### src/rtl/hamming_pkg.sv
// Shared definitions for the Hamming transmit path: codeword width and
// serializer FSM states.
package hamming_pkg;
  localparam int HAMMING_CODE_W = 12;

  typedef enum logic [1:0] {
    IDLE,
    START,
    DATA,
    STOP
  } state_t;
endpackage

### src/rtl/bit_timer.sv
// Bit-period down-counter: bit_tick marks the last cycle of each bit period,
// restart reloads the period so the next bit starts a full period later.
module bit_timer #(
  parameter int CLKS_PER_BIT = 1000
) (
  input  logic clk,
  input  logic rst,
  input  logic restart,
  output logic bit_tick
);
  localparam int CW = $clog2(CLKS_PER_BIT);
  localparam logic [CW-1:0] RELOAD = CW'(CLKS_PER_BIT - 1);

  logic [CW-1:0] cnt;

  always_ff @(posedge clk) begin
    if (rst) begin
      cnt <= '0;
    end else if (restart || cnt == '0) begin
      cnt <= RELOAD;
    end else begin
      cnt <= cnt - 1'b1;
    end
  end

  assign bit_tick = !restart && (cnt == '0);
endmodule

### src/rtl/hamming_tx_serializer.sv
// Serializes one Hamming codeword per frame: start bit 0, codeword MSB
// first, stop bit 1, each bit held for CLKS_PER_BIT cycles.
module hamming_tx_serializer
  import hamming_pkg::*;
#(
  parameter int CLKS_PER_BIT = 1000,
  parameter int CODE_W       = HAMMING_CODE_W
) (
  input  logic              clk,
  input  logic              rst,
  input  logic [CODE_W-1:0] code_in,
  input  logic              code_valid,
  output logic              code_ready,
  output logic              bit_out,
  output logic              bit_en,
  output logic              frame_done
);
  localparam int IW = $clog2(CODE_W + 1);
  localparam logic [IW-1:0] IDX_LAST = IW'(CODE_W);

  state_t            state, state_n;
  logic [CODE_W-1:0] shreg, shreg_n;
  logic [IW-1:0]     idx, idx_n;
  logic              bit_out_n, bit_en_n, code_ready_n, frame_done_n;
  logic              restart, bit_tick;

  bit_timer #(
    .CLKS_PER_BIT(CLKS_PER_BIT)
  ) u_bit_timer (
    .clk     (clk),
    .rst     (rst),
    .restart (restart),
    .bit_tick(bit_tick)
  );

  always_ff @(posedge clk) begin
    if (rst) begin
      state      <= IDLE;
      shreg      <= '0;
      idx        <= '0;
      bit_out    <= 1'b1;
      bit_en     <= 1'b0;
      code_ready <= 1'b0;
      frame_done <= 1'b0;
    end else begin
      state      <= state_n;
      shreg      <= shreg_n;
      idx        <= idx_n;
      bit_out    <= bit_out_n;
      bit_en     <= bit_en_n;
      code_ready <= code_ready_n;
      frame_done <= frame_done_n;
    end
  end

  // Next-state logic computes the registered output values one cycle ahead.
  always_comb begin
    state_n      = state;
    shreg_n      = shreg;
    idx_n        = idx;
    bit_out_n    = 1'b1;
    bit_en_n     = 1'b0;
    code_ready_n = 1'b0;
    frame_done_n = 1'b0;
    restart      = 1'b0;

    case (state)
      IDLE: begin
        restart = 1'b1;
        if (code_ready && code_valid) begin
          state_n   = START;
          shreg_n   = code_in;
          idx_n     = '0;
          bit_out_n = 1'b0;
          bit_en_n  = 1'b1;
        end else begin
          code_ready_n = 1'b1;
        end
      end
      START: begin
        bit_out_n = 1'b0;
        bit_en_n  = 1'b1;
        if (bit_tick) begin
          state_n   = DATA;
          bit_out_n = shreg[CODE_W-1];
          shreg_n   = {shreg[CODE_W-2:0], 1'b0};
          idx_n     = IW'(1);
        end
      end
      DATA: begin
        bit_out_n = bit_out;
        bit_en_n  = 1'b1;
        if (bit_tick) begin
          if (idx == IDX_LAST) begin
            state_n   = STOP;
            bit_out_n = 1'b1;
            idx_n     = '0;
          end else begin
            bit_out_n = shreg[CODE_W-1];
            shreg_n   = {shreg[CODE_W-2:0], 1'b0};
            idx_n     = idx + 1'b1;
          end
        end
      end
      STOP: begin
        bit_out_n = 1'b1;
        bit_en_n  = 1'b1;
        if (bit_tick) begin
          state_n      = IDLE;
          bit_en_n     = 1'b0;
          code_ready_n = 1'b1;
          frame_done_n = 1'b1;
        end
      end
      default: begin
        state_n = IDLE;
      end
    endcase
  end
endmodule

### config.mk
export PLATFORM = sky130hd
export DESIGN_NAME = hamming_tx_serializer
export DESIGN_NICKNAME = d
export VERILOG_FILES = /design/src/rtl/hamming_pkg.sv /design/src/rtl/bit_timer.sv /design/src/rtl/hamming_tx_serializer.sv
export SDC_FILE = /design/constraint.sdc
export NUM_CORES = 1
export LEC_CHECK = 0
export ABC_AREA = 1
export ABC_CLOCK_PERIOD_IN_PS = 1600
export BUFFER_PORTS_ARGS = -buffer_cell sky130_fd_sc_hd__buf_2
export CAP_MARGIN = 20
export CELL_PAD_IN_SITES_DETAIL_PLACEMENT = 0
export CELL_PAD_IN_SITES_GLOBAL_PLACEMENT = 1
export CORE_ASPECT_RATIO = 0.6
export CORE_UTILIZATION = 39
export CTS_BUF_LIST = sky130_fd_sc_hd__clkbuf_4 sky130_fd_sc_hd__clkbuf_8
export CTS_CLUSTER_SIZE = 16
export DETAILED_ROUTE_END_ITERATION = 12
export PLACE_DENSITY_LB_ADDON = 0.1
export SKIP_LAST_GASP = 1
export SYNTH_ARGS = -nofsm -noshare
export SYNTH_HDL_FRONTEND = slang
export SYNTH_SLANG_ARGS = --single-unit
### constraint.sdc
create_clock -name clk -period 1.6 [get_ports clk]
set_input_delay 0 -clock clk [delete_from_list [all_inputs] [get_ports clk]]
set_output_delay 0 -clock clk [all_outputs]
set_load 0.1 [all_outputs]
**After elaboration in Yosys (flattened, before gate mapping)**

Cells that the tools add are included.

- Logic and storage cells: 63
- Flip-flop bits (word level): 32
- Output and inout bits: 4

- Equal/unequal tests: 10
- Bitwise gates (word level): 1
- Multiplexer cells: 28
- $add $sub $neg: 2
- Reductions and logical operators: 13

Operator list:

| kind | number |
|---|---|
| $mux W12 | 4 |
| $pmux W12 S3 | 1 |
| $mux W4 | 4 |
| $ne A2 B2 Y1 const B | 6 |
| $pmux W4 S3 | 1 |
| $logic_not A10 Y1 | 1 |
| $mux W10 | 1 |
| $mux W2 | 5 |
| $reduce_and A5 Y1 | 2 |
| $sub A10 B1 Y10 const B | 1 |
| $mux W1 | 8 |
| $pmux W2 S4 | 1 |
| $reduce_or A2 Y1 | 3 |
| $add A4 B1 Y4 const B | 1 |
| $eq A2 B2 Y1 const B | 2 |
| $eq A4 B4 Y1 const B | 1 |
| $pmux W1 S4 | 1 |
| $reduce_and A4 Y1 | 1 |
| $pmux W1 S3 | 1 |
| $reduce_bool A3 Y1 | 1 |
| $eq A2 B1 Y1 const B | 1 |
| $logic_and A1 B1 Y1 | 2 |
| $logic_not A2 Y1 | 1 |
| $pmux W1 S2 | 1 |
| other kinds (3) | 3 |

**Longest topological paths before layout**

Gate-level depths: netlist of the first run.

- Depth after elaboration: 6
- Depth in mapped cells: 12
- Gate-level depth less buffers: 12

**Modules after synthesis**

Synthesis of the first run repeated with hierarchy kept, for this count alone.

- Cells, all modules: 247
- Area, all modules: 1,736.7 um2

Modules (own cells, without submodules):

| module | seq. area each (um2) | instances | area each (um2) | cells each |
|---|---|---|---|---|
| hamming_tx_serializer | 440.4 | 1 | 1,214.9 | 169 |
| bit_timer | 200.2 | 1 | 521.8 | 78 |

**Worst setup path before layout of the first run**

Ideal clock, no wire load.

- Path type: reg2reg
- Start: register code_ready
- End: register shreg[10]
- Cell stages (with the launch flop): 7
- Path buffers: 1
- Arrival: 1.811 ns
- Path slack: -0.323 ns
- Setup time: 0.113 ns
- Clock period less this slack: 1.923 ns
- Cells stage by stage: dfxtp_1 -> a21oi_1 -> o21ai_2 -> nand3_4 -> buf_2 -> nor2_1 -> nor2_1

- Word-level cells in the longest chain between the ends: 3

Ends and longest elaborated chain:

| what | RTL line | RTL |
|---|---|---|
| from (decl) | hamming_tx_serializer.sv:13 | `output logic code_ready,` |
| from (signal assigned) | hamming_tx_serializer.sv:51 | `code_ready <= code_ready_n;` |
| $logic_and A1 B1 Y1 | hamming_tx_serializer.sv:70 | `if (code_ready && code_valid) begin` |
| $ne A2 B2 Y1 (no line) | -- |  |
| $reduce_and A5 Y1 (no line) | -- |  |
| to (signal assigned) | hamming_tx_serializer.sv:47 | `shreg <= shreg_n;` |
| to (decl) | hamming_tx_serializer.sv:22 | `logic [CODE_W-1:0] shreg, shreg_n;` |

No other way between the ends.
A chain may end at the register's enable or synchronous reset.

**Final worst setup path of the first run**

- Start: register state[1]
- End: register idx[2]

- Word-level cells in the longest chain between the ends: 6

Ends and longest elaborated chain:

| what | RTL line | RTL |
|---|---|---|
| from (decl) | hamming_tx_serializer.sv:21 | `state_t state, state_n;` |
| from (signal assigned) | hamming_tx_serializer.sv:46 | `state <= state_n;` |
| $logic_not A2 Y1 | hamming_tx_serializer.sv:67 | `case (state)` |
| $mux W1 | hamming_tx_serializer.sv:67 |  |
| $logic_not A1 Y1 | bit_timer.sv:26 | `assign bit_tick = !restart && (cnt == '0);` |
| $logic_and A1 B1 Y1 | bit_timer.sv:26 |  |
| $ne A2 B2 Y1 (no line) | -- |  |
| $reduce_and A4 Y1 (no line) | -- |  |
| to (signal assigned) | hamming_tx_serializer.sv:48 | `idx <= idx_n;` |
| to (decl) | hamming_tx_serializer.sv:23 | `logic [IW-1:0] idx, idx_n;` |

Parallel ways exist; a longest one is shown, timed or not.

==> metrics.md, run 1 <==
| Metric | Value |
|---|---|
| Starting density of the core | 0.4094 |
| Worst Path Max Fanout | 5 |
| CTS Sinks | 32 |
| Cell count after synthesis | 252 |
| Clock Skews | 5.861 ps |
| Pin count of the biggest net entering global routing | 25 |
| Clk_lat worst skew | 280 ps |
| Routed WL | 4151 µm |
| Slowest CP cell | dfxtp_4 |
| CTS Buf Count | 5 |
| Vias/cell | 4.456 |
| DR iter-0 viols | 65 |
| Row count | 18 |
| Pwr Density | 2136 nW/µm² |
| Dpl ws | -121.0 ps |
| Placed Instances | ~350 |
| Part of the Yosys area used for sequential elements | 0.3776 |
| Fraction of layout cells with a size suffix above 1 | 0.2928 |
| Die Y | 53.09 µm |
| Routability Congestion | between 0.7 and 0.8 |
| Worst-path clk slew | about 70 ps |
| DIE WIDTH | 87.15 µm |
| Io pins | 19 |
| Filler cell count | between 400 and 500 |
| Ys Warns | 0 |
| Post-Layout Cell Count | 364 |
| Antenna diode count | 0 |
| Die footprint | 4627 µm² |
| Clock Tree Buf Depth | 2 |
| DRT Pass-1 Iters | 4 |
| FMAX | roughly 650 MHz |
| Synth unique cells | 24 |
| Critical Path Source | state[1] |
| CP arrival | 1720 ps |
| I/O Buffers | 18 |
| Nets | 327 |
| Critical path type | reg -> reg |
| Mapped cell area | ~1700 µm² |
| Area leader, netlist | dfxtp_1 |
| Min cycle time layout | 1544 ps |
| WP data required | roughly 1800 ps |
| Grt ovf | 0 |
| Max-cap violations | 0 |
| Yosys reg bits | 32 |
| Crit share post-route | 0.9652 |
| Crit path cell chain | inv_4 > ha_4 > nor2_4 > inv_2 > o21ai_4 > buf_12 > nand2_4 > buf_6 > nand2_1 > a21oi_1 |
| Via count | 1,622 |
| Largest cells by area after synthesis | dfxtp_1 38%, nand2_1 14%, nor2_1 10% |
| R2R Path Start | state[1] |
| Final hold viol count | 0 |
| Vias in the first global route | 1,409 |
| Global-route usage over all layers | 0.1916 |
| Crit path launch type | flip-flop |
| Final worst slack | 55.73 ps |
| Post-route DRC | 0 |
| CTS tree | built |
| LEAKAGE | 1.144 nW |
| Root buf cell | clkbuf_8 |
| Antenna-violating nets left | 0 |
| Post-DP HPWL | 2669 µm |
| Final setup fails | 0 |
| Maximum vdd drop | between 0.8 and 0.9 mV |
| Slew HR | 0.6786 |
| Area growth syn-to-layout | 39.09% |
| Final Max Slew Viols | 0 |
| Worst-Margin Slew | 485.5 ps |
| WL per Instance | 11.40 µm |
| HP Class | in -> reg |
| Crit end category | flip-flop |
| Critical Path Max Stage Delay | 380 ps |
| Area of the core | 4144 µm² |
| First-pass GRT wire length | 6492 µm |
| Synth Net Count | 275 |
| H-Tree Depth | 2 |
| Syn_area_per_cell | 6.733 µm² |
| Yosys top cell area share | 0.3776 |
| Unrepaired setup endpoints after global routing | true |
| Worst hold start | code_in[5] |
| Initial antenna violation count | 0 |
| Run status | finished, final reports clean |
| Total power | 0.005040 W |
cell type report:
cell class	count	area, µm²	share of cell area
clock buffer	7	96.34	0.04083
inverter	40	157.7	0.06681
multi-input combinational	176	1023	0.4337
sequential	32	649.4	0.2752
tap	60	75.07	0.03181
timing repair buffer	49	357.8	0.1516
sequential cells by signal, indices dropped and copies added, names as in the netlist:
register and flops:
shreg 12, u_bit_timer.cnt 10, idx 4, state 2, bit_en 1, bit_out 1, code_ready 1, frame_done 1
synthesized netlist by cell type (all sizes together):
| library cell | instances |
|---|---|
| xnor2 | 2 |
| nand2 | 65 |
| o31ai | 2 |
| a211oi | 1 |
| clkbuf | 3 |
| a21oi | 7 |
| nand4 | 3 |
| nor2 | 49 |
| ha | 8 |
| buf | 4 |
| o21ai | 20 |
| dfxtp | 32 |
| a31oi | 3 |
| inv | 40 |
| nand3 | 8 |
| xor2 | 3 |
| nor4 | 1 |
| a22o | 1 |
final timing paths:
check,endpoint,slack [ps],depth (start not counted)
min reg2reg,u_bit_timer.cnt[3],500,2
max reg2reg,idx[2],60,10
max,idx[2],60,10
min,shreg[5],50,5
metrics by stage:
stage	TNS [ps]	area, µm²	util	hold slack, ps
2_1_floorplan	0	1700	-	240.0
3_3_place_gp	-57.40	2028	0.4894	292.6
3_5_place_dp	-861.8	2028	0.4894	296.2
4_1_cts	-22.09	2216	0.5347	46.33
5_1_grt	-387.7	2360	0.5694	100.1
6_report	0	2360	0.5694	49.52
report_power, final:
group / switching [W] / internal, W
logic: 0.00184 / 0.00128
clock network: 0.000303 / 0.000383
registers: 0.000155 / 0.00108
cell usage in the layout (no fill, tap or decap), types with 3 or more instances in the layout:
master,instances
nand4_1,3
inv_1,33
nor2_1,43
xor2_1,3
ha_4,4
nand3_4,4
nor2_2,4
clkbuf_8,7
a31oi_1,3
dfxtp_1,29
ha_1,4
inv_4,3
nand3_1,5
o21ai_1,4
o21ai_0,15
nand2_2,4
nand2_1,60
buf_4,26
buf_2,18
a21oi_1,5
inv_2,4
cell families after synthesis:
logic type | after synthesis | share of synthesized area
fa+ha+maj | 8 | 0.05900
simple gates | 126 | 0.3156
xor+xnor | 5 | 0.02582
flops | 32 | 0.3776
buf+inv | 47 | 0.1106
compound gates | 34 | 0.1114
routing by layer:
layer | GRT usage | up-vias | part of all wire
met5 | 0 | - | 0
li1 | - | 882 | -
met2 | 0.2717 | 21 | 0.40
met4 | 0.08470 | 0 | 0.014
met3 | 0.05148 | 5 | 0.034
met1 | 0.2696 | 714 | 0.56
timing repair:
item	in CTS	in global routing
setup buffers	2	3
hold buffers	1	0
gates resized for setup	9	33
cloned	2	1
hold endpoints to repair	2	0
pin swaps	4	9
setup endpoints to repair	17	24
critical path: cells and delay by family, from the launching register on:
family	cells	cell delay [ps]
AOI/OAI and AO/OA	2	240
adders and majority gates	1	160
buffers and inverters	4	410
DFF	1	380
and+or+nand+nor	3	240
Power figures use the tool's default switching activity.
==> inputs of run 2 (changes only) <==
==> constraint.sdc (replaced) <==
create_clock -name clk -period 1.6 [get_ports clk]
set_input_delay 0.32 -clock clk [delete_from_list [all_inputs] [get_ports clk]]
set_output_delay 0.32 -clock clk [all_outputs]
set_load 0.1 [all_outputs]
==> metrics.md, run 2 (synthesized netlist as in run 1, its figures left out) <==
| Metric | Value |
|---|---|
| Run status | finished, final reports clean |
| Worst-Margin Slew | 487.8 ps (+2.288 ps) |
| Largest register by flop count | shreg |
| Routability Congestion | 0.7592 (-4.9%) |
| Clock Skews | 3.767 ps (-2.093 ps) |
| Vias/cell | 4.486 (+0.68%) |
| Hold-fix buffers, CTS | 0 (-1) |
| Most common cell after layout, fill and taps aside | nand2_1 |
| Area growth syn-to-layout | 38.79% |
| Vias in the first global route | 1,435 (+1.8%) |
| Filler cell count | 417 (-2.3%) |
| First-pass GRT wire length | 6900 µm (+6.3%) |
| Initial antenna violation count | 0 (unchanged) |
| Unrepaired setup endpoints after global routing | true |
| Area of the core | 4144 µm² (unchanged) |
| Biggest regs | shreg (12), u_bit_timer.cnt (10), idx (4) |
| Min cycle time layout | 1545 ps (+0.5686 ps) |
| Root buf cell | clkbuf_8 |
| Fraction of layout cells with a size suffix above 1 | 0.3039 (+0.01116) |
| DR iter-0 viols | 100 (+54%) |
| LEAKAGE | 1.151 nW (+0.59%) |
| Clock Power Share | 0.137 (about the same) |
| CP arrival | 1720 ps (about the same) |
| Worst-path clk slew | 70 ps (about the same) |
| Pin count of the biggest net entering global routing | 25 (unchanged) |
| WP data required | 1780 ps (about the same) |
| WL per Instance | 11.52 µm (+0.99%) |
| CTS Sinks | 32 (unchanged) |
| Post-DP Area | 2048 µm² (+0.99%) |
| Post-route DRC | 0 (unchanged) |
| Max reg flops | 12 (unchanged) |
| Global-route usage over all layers | 0.2011 (+0.009495) |
| Sw power | 0.002253 W (-2.1%) |
| FMAX | 647.3 MHz (about the same) |
| Crit end category | flip-flop |
| CTS Buf Count | 5 (unchanged) |
| Sw Share | 0.4574 (+0.0009249) |
| Die footprint | 4627 µm² (unchanged) |
| Final hold viol count | 0 (unchanged) |
| Clock Tree Buf Depth | 2 (unchanged) |
| Critical path type | reg -> reg |
| CTS tree | built |
| Row count | 18 (unchanged) |
| DRT Pass-1 Iters | 4 (unchanged) |
| Grt ovf | 0 (unchanged) |
| Post-DP HPWL | 2670 µm (about the same) |
| Most frequent cells in the layout | 62 x nand2_1, 41 x nor2_1, 33 x inv_1, 29 x dfxtp_1, 26 x buf_4 |
| Final setup fails | 0 (unchanged) |
| Gate power share | 0.612 (-0.007) |
| Io pins | 19 (unchanged) |
| Routed WL | 4215 µm (+1.5%) |
| Crit share post-route | 0.9655 (about the same) |
| Clk_lat worst skew | 280 ps (about the same) |
| Nets | 328 (+0.31%) |
| Worst Path Max Fanout | 6 (+1) |
| Max-cap violations | 0 (unchanged) |
| Antenna diode count | 0 (unchanged) |
| Pwr Density | 2092 nW/µm² (-2.0%) |
| Die Y | 53.09 µm (unchanged) |
| Int Pwr | 0.002673 W (-2.4%) |
| Slew HR | 0.6771 (-0.001515) |
| Maximum vdd drop | 0.7528 mV (-15%) |
| Antenna-violating nets left | 0 (unchanged) |
| Placed Instances | 349 (+0.29%) |
| Final instance area | 2355 µm² (-0.21%) |
| Post-Layout Cell Count | 366 (+0.55%) |
| Seq pwr share | 0.250 (+0.005) |
| H-Tree Depth | 2 (unchanged) |
| I/O Buffers | 18 (unchanged) |
| Crit path launch type | flip-flop |
| Starting density of the core | 0.4094 (unchanged) |
| Via count | 1,642 (+1.2%) |
| Final Max Slew Viols | 0 (unchanged) |
| HP Class | in -> reg |
| DIE WIDTH | 87.15 µm (unchanged) |
run 2: final timing paths:
| check | from | to | slack, ps | cells past startpoint |
|---|---|---|---|---|
| worst max-delay path | state[1] | shreg[0] | 60 | 9 |
| worst min-delay path | code_in[10] | shreg[10] | 380 | 5 |
| worst max register to register | state[1] | shreg[0] | 60 | 9 |
| worst min register to register | u_bit_timer.cnt[3] | u_bit_timer.cnt[3] | 500 | 2 |
run 2: power by group through the flow:
stage	sequential, W	clock (W)	combinational (W)
after detailed placement	0.00121	0	0.00247
after floorplan	0.00140	0	0.00152
after global routing	0.00126	0.000737	0.00337
final	0.00123	0.000677	0.00302
after CTS	0.00120	0.000699	0.00273
after global placement	0.00121	0	0.00250
run 2: timing repair:
action,4_1_cts,5_1_grt
gates cloned,3,0
gates resized for setup,9,29
pin swaps,4,8
setup buffers,2,4
setup endpoints to repair,18,26
run 2: area by class of cell:
| class | instances | area (µm²) | area share |
|---|---|---|---|
| Multi-Input combinational cell | 176 | 1007 | 0.4277 |
| Sequential cell | 32 | 649.4 | 0.2758 |
| Tap cell | 60 | 75.07 | 0.03188 |
| Timing Repair Buffer | 50 | 370.4 | 0.1573 |
| Inverter | 40 | 155.1 | 0.06589 |
| Clock buffer | 8 | 97.59 | 0.04145 |
run 2: critical path, cell delays in order, from the launching register on:
cell and delay [ps]:
dfxtp_4 360, buf_6 120, ha_4 160, nor2_4 90, inv_2 40, o21ai_2 160, buf_6 180, nand3_4 140
o21ai_1 150, nor2_1 40
run 2: metal layers:
layer | track usage | part of all wire | vias up
met5 | 0 | 0 | -
met4 | 0.04918 | 0.0028 | 0
met3 | 0.05148 | 0.043 | 2
met2 | 0.2743 | 0.40 | 28
met1 | 0.3062 | 0.55 | 722
li1 | - | - | 890
run 2: through the flow:
| step | hold WS [ps] | setup slack [ps] | utilization | power [W] | TNS [ps] |
|---|---|---|---|---|---|
| global placement | 489.4 | -83.61 | 0.4943 | 0.003703 | -510.5 |
| floorplan | 470.1 | 39.42 | - | 0.002923 | 0 |
| finish | 378.5 | 55.16 | 0.5682 | 0.004926 | 0 |
| global route | 397.6 | -50.53 | 0.5682 | 0.005373 | -167.6 |
| CTS | 373.3 | -25.50 | 0.5365 | 0.004628 | -145.5 |
| detailed placement | 488.5 | -143.2 | 0.4943 | 0.003682 | -1220 |
